--- src/rtl/i2c_slave_ctrl_mp_if.sv ---
// Bus bundle between the I2C slave sequencer and its edge detectors, shifters and FIFOs.
interface i2c_slave_ctrl_mp_if #(
  parameter int NUM_ADDR  = 2,
  parameter int MAX_BYTES = 16,
  parameter int CNT_W     = $clog2(MAX_BYTES + 1),
  parameter int AW        = (NUM_ADDR > 1) ? $clog2(NUM_ADDR) : 1
);
  logic                start_found;
  logic                stop_found;
  logic                byte_received;
  logic                ack_prep;
  logic                check_ack;
  logic                ack_done;
  logic                rw_mode;
  logic [NUM_ADDR-1:0] address_match;
  logic [7:0]          rx_byte;
  logic                sda_in;
  logic                rx_fifo_full;
  logic                rx_enable;
  logic                tx_enable;
  logic                load_data;
  logic                read_enable;
  logic                write_enable;
  logic [1:0]          sda_mode;
  logic [AW-1:0]       addr_sel;
  logic                general_call;
  logic [CNT_W-1:0]    byte_count;
  logic                busy;
  logic                xfer_done;

  modport slave (
    input  start_found, stop_found, byte_received, ack_prep, check_ack, ack_done,
           rw_mode, address_match, rx_byte, sda_in, rx_fifo_full,
    output rx_enable, tx_enable, load_data, read_enable, write_enable, sda_mode,
           addr_sel, general_call, byte_count, busy, xfer_done
  );

  modport master (
    output start_found, stop_found, byte_received, ack_prep, check_ack, ack_done,
           rw_mode, address_match, rx_byte, sda_in, rx_fifo_full,
    input  rx_enable, tx_enable, load_data, read_enable, write_enable, sda_mode,
           addr_sel, general_call, byte_count, busy, xfer_done
  );
endinterface

--- src/rtl/i2c_slave_ctrl_mp.sv ---
// I2C slave transaction sequencer: address check, ACK/NACK, multi-byte read and write.
// Define GENERAL_CALL_EN to also accept the general-call write address 8'h00.
module i2c_slave_ctrl_mp #(
  parameter int NUM_ADDR  = 2,
  parameter int MAX_BYTES = 16,
  parameter int CNT_W     = $clog2(MAX_BYTES + 1),
  parameter int AW        = (NUM_ADDR > 1) ? $clog2(NUM_ADDR) : 1
) (
  input logic                clk,
  input logic                rst,
  i2c_slave_ctrl_mp_if.slave bus
);

`ifdef GENERAL_CALL_EN
  localparam bit GcEn = 1'b1;
`else
  localparam bit GcEn = 1'b0;
`endif

  localparam logic [CNT_W-1:0] MaxCnt = CNT_W'(MAX_BYTES);

  typedef enum logic [3:0] {
    IDLE      = 4'd0,  ADDR     = 4'd1,  CHK_ADDR = 4'd2,  DO_NACK = 4'd3,
    DO_ACK    = 4'd4,  LOAD     = 4'd5,  SEND_BYTE = 4'd6, ACK_CHK = 4'd7,
    WAIT      = 4'd8,  WAIT2    = 4'd9,  RX_BYTE  = 4'd10, RX_CHK  = 4'd11,
    RX_STORE  = 4'd12, RX_ACK   = 4'd13, RX_NACK  = 4'd14
  } state_e;

  state_e           state_q, state_d;
  logic             rw_q, rw_d;
  logic [AW-1:0]    sel_q, sel_d;
  logic             gc_q, gc_d;
  logic [CNT_W-1:0] cnt_q, cnt_d;
  logic             xfer_q, xfer_d;
  logic [AW-1:0]    lowest;
  logic             gc_hit, addr_hit;
  logic             rx_en, tx_en, ld, rd, wr;
  logic [1:0]       sda;

  // Highest index first so the lowest matching slot wins.
  always_comb begin
    lowest = '0;
    for (int i = NUM_ADDR - 1; i >= 0; i--) begin
      lowest = bus.address_match[i] ? AW'(i) : lowest;
    end
  end

  assign gc_hit   = GcEn && (bus.rx_byte == 8'h00) && !bus.rw_mode;
  assign addr_hit = (|bus.address_match) || gc_hit;

  always_comb begin
    state_d = state_q;
    case (state_q)
      IDLE:      state_d = bus.start_found   ? ADDR : IDLE;
      ADDR:      state_d = bus.byte_received ? CHK_ADDR : ADDR;
      CHK_ADDR:  if (bus.ack_prep) state_d = addr_hit ? DO_ACK : DO_NACK;
                 else state_d = CHK_ADDR;
      DO_NACK:   state_d = bus.ack_done ? IDLE : DO_NACK;
      DO_ACK:    if (bus.ack_done) state_d = rw_q ? LOAD : RX_BYTE;
                 else state_d = DO_ACK;
      LOAD:      state_d = SEND_BYTE;
      SEND_BYTE: state_d = bus.ack_prep  ? ACK_CHK : SEND_BYTE;
      ACK_CHK:   state_d = bus.check_ack ? WAIT : ACK_CHK;
      WAIT:      state_d = (!bus.sda_in && (cnt_q < MaxCnt)) ? WAIT2 : IDLE;
      WAIT2:     state_d = bus.ack_done ? LOAD : WAIT2;
      RX_BYTE:   state_d = bus.byte_received ? RX_CHK : RX_BYTE;
      RX_CHK:    if (bus.ack_prep) state_d = (bus.rx_fifo_full || cnt_q == MaxCnt) ? RX_NACK : RX_STORE;
                 else state_d = RX_CHK;
      RX_STORE:  state_d = RX_ACK;
      RX_ACK:    state_d = bus.ack_done ? RX_BYTE : RX_ACK;
      RX_NACK:   state_d = bus.ack_done ? IDLE : RX_NACK;
      default:   state_d = IDLE;
    endcase
    // Bus conditions pre-empt the normal sequence once a transfer is under way.
    if (state_q != IDLE && bus.stop_found) begin
      state_d = IDLE;
    end else if (state_q != IDLE && bus.start_found) begin
      state_d = ADDR;
    end else begin
      state_d = state_d;
    end
  end

  always_comb begin
    rw_d  = rw_q;
    sel_d = sel_q;
    gc_d  = gc_q;
    cnt_d = cnt_q;
    if (state_d == ADDR) begin
      rw_d  = 1'b0;
      sel_d = '0;
      gc_d  = 1'b0;
      cnt_d = '0;
    end else if (state_q == CHK_ADDR && state_d == DO_ACK) begin
      rw_d  = bus.rw_mode;
      sel_d = gc_hit ? '0 : lowest;
      gc_d  = gc_hit;
    end else if ((state_q == LOAD || state_q == RX_STORE) && cnt_q != MaxCnt) begin
      cnt_d = cnt_q + CNT_W'(1);
    end else begin
      cnt_d = cnt_q;
    end
    xfer_d = (state_q != IDLE) && (state_d == IDLE);
  end

  always_ff @(posedge clk) begin
    if (rst) begin
      state_q <= IDLE;
      rw_q    <= 1'b0;
      sel_q   <= '0;
      gc_q    <= 1'b0;
      cnt_q   <= '0;
      xfer_q  <= 1'b0;
    end else begin
      state_q <= state_d;
      rw_q    <= rw_d;
      sel_q   <= sel_d;
      gc_q    <= gc_d;
      cnt_q   <= cnt_d;
      xfer_q  <= xfer_d;
    end
  end

  always_comb begin
    rx_en = 1'b0;
    tx_en = 1'b0;
    ld    = 1'b0;
    rd    = 1'b0;
    wr    = 1'b0;
    sda   = 2'b00;
    case (state_q)
      ADDR, RX_BYTE:   rx_en = 1'b1;
      DO_NACK, RX_NACK: sda  = 2'b10;
      DO_ACK, RX_ACK:  sda   = 2'b01;
      LOAD:            begin ld = 1'b1; sda = 2'b11; end
      SEND_BYTE:       begin tx_en = 1'b1; sda = 2'b11; end
      WAIT:            rd = 1'b1;
      RX_STORE:        wr = 1'b1;
      default:         sda = 2'b00;
    endcase
  end

  assign bus.rx_enable    = rx_en;
  assign bus.tx_enable    = tx_en;
  assign bus.load_data    = ld;
  assign bus.read_enable  = rd;
  assign bus.write_enable = wr;
  assign bus.sda_mode     = sda;
  assign bus.addr_sel     = sel_q;
  assign bus.general_call = gc_q;
  assign bus.byte_count   = cnt_q;
  assign bus.busy         = (state_q != IDLE);
  assign bus.xfer_done    = xfer_q;

endmodule
--- src/flat_wrapper.sv ---
// flat-port wrapper written by rule: the top's interface ports become plain ports
module i2c_slave_ctrl_mp_flat 
#(
  parameter int NUM_ADDR  = 2,
  parameter int MAX_BYTES = 16,
  parameter int CNT_W     = $clog2(MAX_BYTES + 1),
  parameter int AW        = (NUM_ADDR > 1) ? $clog2(NUM_ADDR) : 1
)
  (clk, rst, bus_start_found, bus_stop_found, bus_byte_received, bus_ack_prep, bus_check_ack, bus_ack_done, bus_rw_mode, bus_address_match, bus_rx_byte, bus_sda_in, bus_rx_fifo_full, bus_rx_enable, bus_tx_enable, bus_load_data, bus_read_enable, bus_write_enable, bus_sda_mode, bus_addr_sel, bus_general_call, bus_byte_count, bus_busy, bus_xfer_done);
  i2c_slave_ctrl_mp_if #(.NUM_ADDR(NUM_ADDR), .MAX_BYTES(MAX_BYTES), .CNT_W(CNT_W), .AW(AW)) bus_i ();
  input logic clk;
  input logic rst;
  input wire logic [$bits(bus_i.start_found)-1:0] bus_start_found;
  input wire logic [$bits(bus_i.stop_found)-1:0] bus_stop_found;
  input wire logic [$bits(bus_i.byte_received)-1:0] bus_byte_received;
  input wire logic [$bits(bus_i.ack_prep)-1:0] bus_ack_prep;
  input wire logic [$bits(bus_i.check_ack)-1:0] bus_check_ack;
  input wire logic [$bits(bus_i.ack_done)-1:0] bus_ack_done;
  input wire logic [$bits(bus_i.rw_mode)-1:0] bus_rw_mode;
  input wire logic [$bits(bus_i.address_match)-1:0] bus_address_match;
  input wire logic [$bits(bus_i.rx_byte)-1:0] bus_rx_byte;
  input wire logic [$bits(bus_i.sda_in)-1:0] bus_sda_in;
  input wire logic [$bits(bus_i.rx_fifo_full)-1:0] bus_rx_fifo_full;
  output wire logic [$bits(bus_i.rx_enable)-1:0] bus_rx_enable;
  output wire logic [$bits(bus_i.tx_enable)-1:0] bus_tx_enable;
  output wire logic [$bits(bus_i.load_data)-1:0] bus_load_data;
  output wire logic [$bits(bus_i.read_enable)-1:0] bus_read_enable;
  output wire logic [$bits(bus_i.write_enable)-1:0] bus_write_enable;
  output wire logic [$bits(bus_i.sda_mode)-1:0] bus_sda_mode;
  output wire logic [$bits(bus_i.addr_sel)-1:0] bus_addr_sel;
  output wire logic [$bits(bus_i.general_call)-1:0] bus_general_call;
  output wire logic [$bits(bus_i.byte_count)-1:0] bus_byte_count;
  output wire logic [$bits(bus_i.busy)-1:0] bus_busy;
  output wire logic [$bits(bus_i.xfer_done)-1:0] bus_xfer_done;
  assign bus_i.start_found = bus_start_found;
  assign bus_i.stop_found = bus_stop_found;
  assign bus_i.byte_received = bus_byte_received;
  assign bus_i.ack_prep = bus_ack_prep;
  assign bus_i.check_ack = bus_check_ack;
  assign bus_i.ack_done = bus_ack_done;
  assign bus_i.rw_mode = bus_rw_mode;
  assign bus_i.address_match = bus_address_match;
  assign bus_i.rx_byte = bus_rx_byte;
  assign bus_i.sda_in = bus_sda_in;
  assign bus_i.rx_fifo_full = bus_rx_fifo_full;
  assign bus_rx_enable = bus_i.rx_enable;
  assign bus_tx_enable = bus_i.tx_enable;
  assign bus_load_data = bus_i.load_data;
  assign bus_read_enable = bus_i.read_enable;
  assign bus_write_enable = bus_i.write_enable;
  assign bus_sda_mode = bus_i.sda_mode;
  assign bus_addr_sel = bus_i.addr_sel;
  assign bus_general_call = bus_i.general_call;
  assign bus_byte_count = bus_i.byte_count;
  assign bus_busy = bus_i.busy;
  assign bus_xfer_done = bus_i.xfer_done;
  i2c_slave_ctrl_mp #(.NUM_ADDR(NUM_ADDR), .MAX_BYTES(MAX_BYTES), .CNT_W(CNT_W), .AW(AW)) u_core (.clk(clk), .rst(rst), .bus(bus_i));
endmodule
--- config.mk ---
export PLATFORM = sky130hd
export DESIGN_NAME = i2c_slave_ctrl_mp_flat
export DESIGN_NICKNAME = d
export VERILOG_FILES = /design/src/rtl/i2c_slave_ctrl_mp_if.sv /design/src/rtl/i2c_slave_ctrl_mp.sv /design/src/flat_wrapper.sv
export SDC_FILE = /design/constraint.sdc
export NUM_CORES = 1
export LEC_CHECK = 0
export BUFFER_PORTS_ARGS = -buffer_cell sky130_fd_sc_hd__clkbuf_2
export CORE_MARGIN = 4
export CORE_UTILIZATION = 40
export CTS_CLUSTER_DIAMETER = 120
export DETAILED_ROUTE_END_ITERATION = 8
export GPL_TIMING_DRIVEN = 0
export PLACE_DENSITY = 0.66
export RECOVER_POWER = 25
export SETUP_SLACK_MARGIN = 0.02
export SYNTH_ARGS = -nofsm -noshare
export SYNTH_HDL_FRONTEND = slang
export SYNTH_SLANG_ARGS = --single-unit
--- constraint.sdc ---
create_clock -name clk -period 2 [get_ports clk]
set_clock_uncertainty 0.1 [all_clocks]
set_input_delay 0.4 -clock clk [delete_from_list [all_inputs] [get_ports clk]]
set_output_delay 0.4 -clock clk [all_outputs]
set_load 0.005 [all_outputs]
==> metrics.md <==
| Metric | Value |
|---|---|
| Status | finished, violations left |
| Failing checks | negative setup slack |
| Die W | 60.0 microns |
| Fmax achieved | 490 MHz |
| Sw Share | 40.5% |
| Pleak | 0.715 nW |
| Combinational fraction of design power | 71.3% |
| Clk sinks | 12 |
| Drt drc | 0 |
| Synth top area share | 22.2% |
| Clock tree buffer depth | 2 |
| Post-synth top area cell | dfxtp_1 |
| Dpl hpwl | 2390 microns |
| Largest family of logic cells by synthesized area | simple AND/OR/NAND/NOR gates |
| Clk network pwr share | 11.0% |
| Distinct cells, synth | 48 |
| Row cnt | 18 |
| Post-Synth XOR/XNOR Area | 4.06% |
| H-tree levels | 1 |
| Synth-to-layout area growth | 63.8% |
| Sequential power share | 17.6% |
| Top Ports | 37 |
| Hold Crit Start | rst |
| Post-synthesis mux area share | 1.85% |
| CTS tree | yes |
| YS warnings | 0 |
| Core footprint | 0.00252 sq mm |
| First-pass GRT wire length | 5870 microns |
| GRT overflow | 0 |
| Placed Area | 0.00125 sq mm |
| CTS Hold Buffers Added | 0 |
| Worst path top cell family by delay | buffers and inverters |
| CP max stage delay | 0.39 ns |
| CP Buf/Inv Count | 4 |
| Vias in the first global route | 1218 |
| CP max FO | 10 |
| Pwr Density | 1020 mW/mm^2 |
| DRT Wirelength | 3950 microns |
| DR iter-0 viols | 113 |
| Die Ht | 60.0 microns |
| Flops & latches, synth | 12 |
| Register area share after synthesis | 22.2% |
| Total GRT Usage | 21.8% |
| PortBufs | 27 |
| Synth area leaders | dfxtp_1 22%, a21oi_1 5.1%, nand2b_1 4.6%, nor2_1 4.2%, nor3_1 3.7% |
| Inst Count DP | 199 |
| Post-Syn Nets | 165 |
| Via density | 6.04 |
| Min cycle time layout | 2.04 ns |
| Layout net count | 221 |
| Die ar. | 0.00359 sq mm |
| Crit path DAT | 2.12 ns |
| VDD IR-drop max | 0.878 mV |
| Synth Area in Adders | 2.32% |
| WL/cell | 17.4 microns |
| Setup CP Type | flop to flop |
| Setup TNS | -0.237 ns |
| Setup WS post-layout | -0.0412 ns |
| CTS buffer count | 3 |
| CP dominant cell by count | buf_6 |
| Hold Crit Class | primary input to flop |
| ANT nets after route | 0 |
| Avg Synthesized Cell Area | 7.60 sq um |
| Worst-Skew Late Latency | 0.28 ns |
| DR vias | 1371 |
| Worst Setup SP | u_core.state_q[0]$_SDFF_PP0_ |
| RR Startpoint | u_core.state_q[0]$_SDFF_PP0_ |
| Netlist Area Pre-Place | 0.00108 sq mm |
| P_sw | 0.731 mW |
| Max Cap Viol | 0 |
| Final Hold Vio Count | 0 |
| Global placement routability congestion | 0.904 |
| Post-Synthesis Cells | 142 |
| Reg clk slew, reported paths | 0.08 ns |
| Synth Area in Compound Gates | 29.1% |
| Initial antenna violation count | 0 |
| Final instance area | 0.00177 sq mm |
| Post-route insts no fill | 227 |
| Max-slew violations | 0 |
| Crit path cell chain | buf_6 -> buf_8 -> nand2_2 -> o311ai_2 -> nand4_1 -> buf_4 -> o31ai_4 -> buf_6 -> a21oi_2 |
| Crit share post-route | 102% |
| Worst setup EP type | flop |
| Worst EP required | 2.07 ns |
| RSZ-0062 raised after global routing | true |
| Final setup vio count | 10 |
| Largest net degree at the start of global routing | 11 |
| Clk root buf | clkbuf_4 |
| Initial Util | 42.8% |
| Setup crit start kind | flop |
| DR pass1 iterations | 4 |
| Simple-Gate Fraction of Synth Area | 31.2% |
| CP max-delay cell | dfxtp_4 |
| Layout cells sized above 1 | 53.8% |
| Internal power | 1.07 mW |
| Ant diodes | 0 |
-- synthesized netlist by cell type, drive strengths merged --
master   n
a211o    1
a211oi   1
a21boi   2
a21oi   11
a311o    2
a31oi    4
a32o     2
a32oi    2
a41oi    1
and2     2
and3     1
buf     11
conb     1
dfxtp   12
ha       2
inv      6
mux2i    2
nand2    9
nand2b   8
nand3    3
nand3b   5
nand4    3
nor2    12
nor2b    2
nor3     9
nor3b    2
nor4     1
o211a    1
o21ai    4
o21ba    1
o221ai   1
o311a    1
o311ai   1
o31a     1
o31ai    3
o32a     1
o32ai    1
or2      1
or3      2
or4      2
xnor2    1
xor2     4
-- registers in the layout, indices dropped and copies added, names as in the netlist --
| signal | flops |
|---|---|
| u_core.state_q | 4 |
| u_core.bus.xfer_done | 1 |
| u_core.bus.byte_count | 5 |
| u_core.rw_q | 1 |
| u_core.bus.addr_sel | 1 |
-- layer usage --
metal,part of all wire [%],global-route usage [%]
met1,40,29.2
met2,47,35.0
met3,9.3,1.73
met4,3.7,10.8
met5,0,0
-- kinds of logic (layout without fill, tap and decap cells) --
group           Yosys count  after routing
buf+inv                  17             72
xor+xnor                  5              5
fa+ha+maj                 2              2
other cells               1              1
flops                    12             12
simple gates             62             62
compound gates           41             41
mux                       2              2
-- area by class of cell --
cell class / instances / area [sq um]
well taps: 30 / 37.5
plain buffers: 11 / 135
multi-input cells: 113 / 903
fillers: 200 / 753
flip-flops and latches: 12 / 258
clock buffers: 4 / 36.3
repair buffers: 51 / 377
inverters: 6 / 22.5
-- cell usage in the layout, fill, tap and decap left out, types with 2 or more instances in the layout --
cell type / count
a21oi_1: 3
a21oi_2: 8
a311o_1: 2
a31oi_1: 3
and2_1: 2
buf_2: 2
buf_4: 19
buf_6: 6
buf_8: 5
clkbuf_2: 25
clkbuf_4: 4
dfxtp_1: 6
dfxtp_2: 2
dfxtp_4: 4
inv_1: 6
mux2i_1: 2
nand2_1: 7
nand2_2: 2
nand2b_1: 6
nand3_1: 2
nand3b_1: 5
nand4_1: 3
nor2_1: 10
nor3_1: 6
nor3_2: 3
nor3b_1: 2
o21ai_2: 2
o31ai_4: 2
or4_1: 2
xor2_1: 4
-- timing repair --
action,4_1_cts,5_1_grt
setup buffers,13,8
resized for setup,41,25
pin swaps,13,14
gates cloned,3,0
endpoints found under the setup margin,13,13
-- stage by stage --
step / total power [mW] / worst slack (ns) / hold WS [ns] / util, %
3_5_place_dp: 1.01 / -0.200 / 0.434 / 49.7
5_1_grt: 1.89 / -0.0730 / 0.200 / 70.1
2_1_floorplan: 0.817 / 0.120 / 0.372 / -
3_3_place_gp: 0.999 / -0.204 / 0.407 / 49.7
4_1_cts: 1.63 / 0.00603 / 0.176 / 63.6
6_report: 1.80 / -0.0412 / 0.182 / 70.1
-- power groups by stage --
| stage | Combinational, mW | Clock, mW | Sequential [mW] |
|---|---|---|---|
| after floorplan | 0.521 | 0 | 0.297 |
| after global placement | 0.696 | 0 | 0.304 |
| after detailed placement | 0.707 | 0 | 0.302 |
| after CTS | 1.11 | 0.208 | 0.307 |
| after global routing | 1.36 | 0.211 | 0.320 |
| final | 1.29 | 0.199 | 0.318 |
-- path summary, 6_finish.rpt --
path	to	slack (ns)	cells after the start
max	u_core.bus.byte_count[0]$_SDFFE_PP0P_	-0.04	9
min reg2reg	u_core.bus.addr_sel$_SDFFE_PP0P_	0.46	2
max reg2reg	u_core.bus.byte_count[0]$_SDFFE_PP0P_	-0.04	9
min	u_core.state_q[0]$_SDFF_PP0_	0.18	2
No activity file was read; power rests on OpenSTA's default activity.
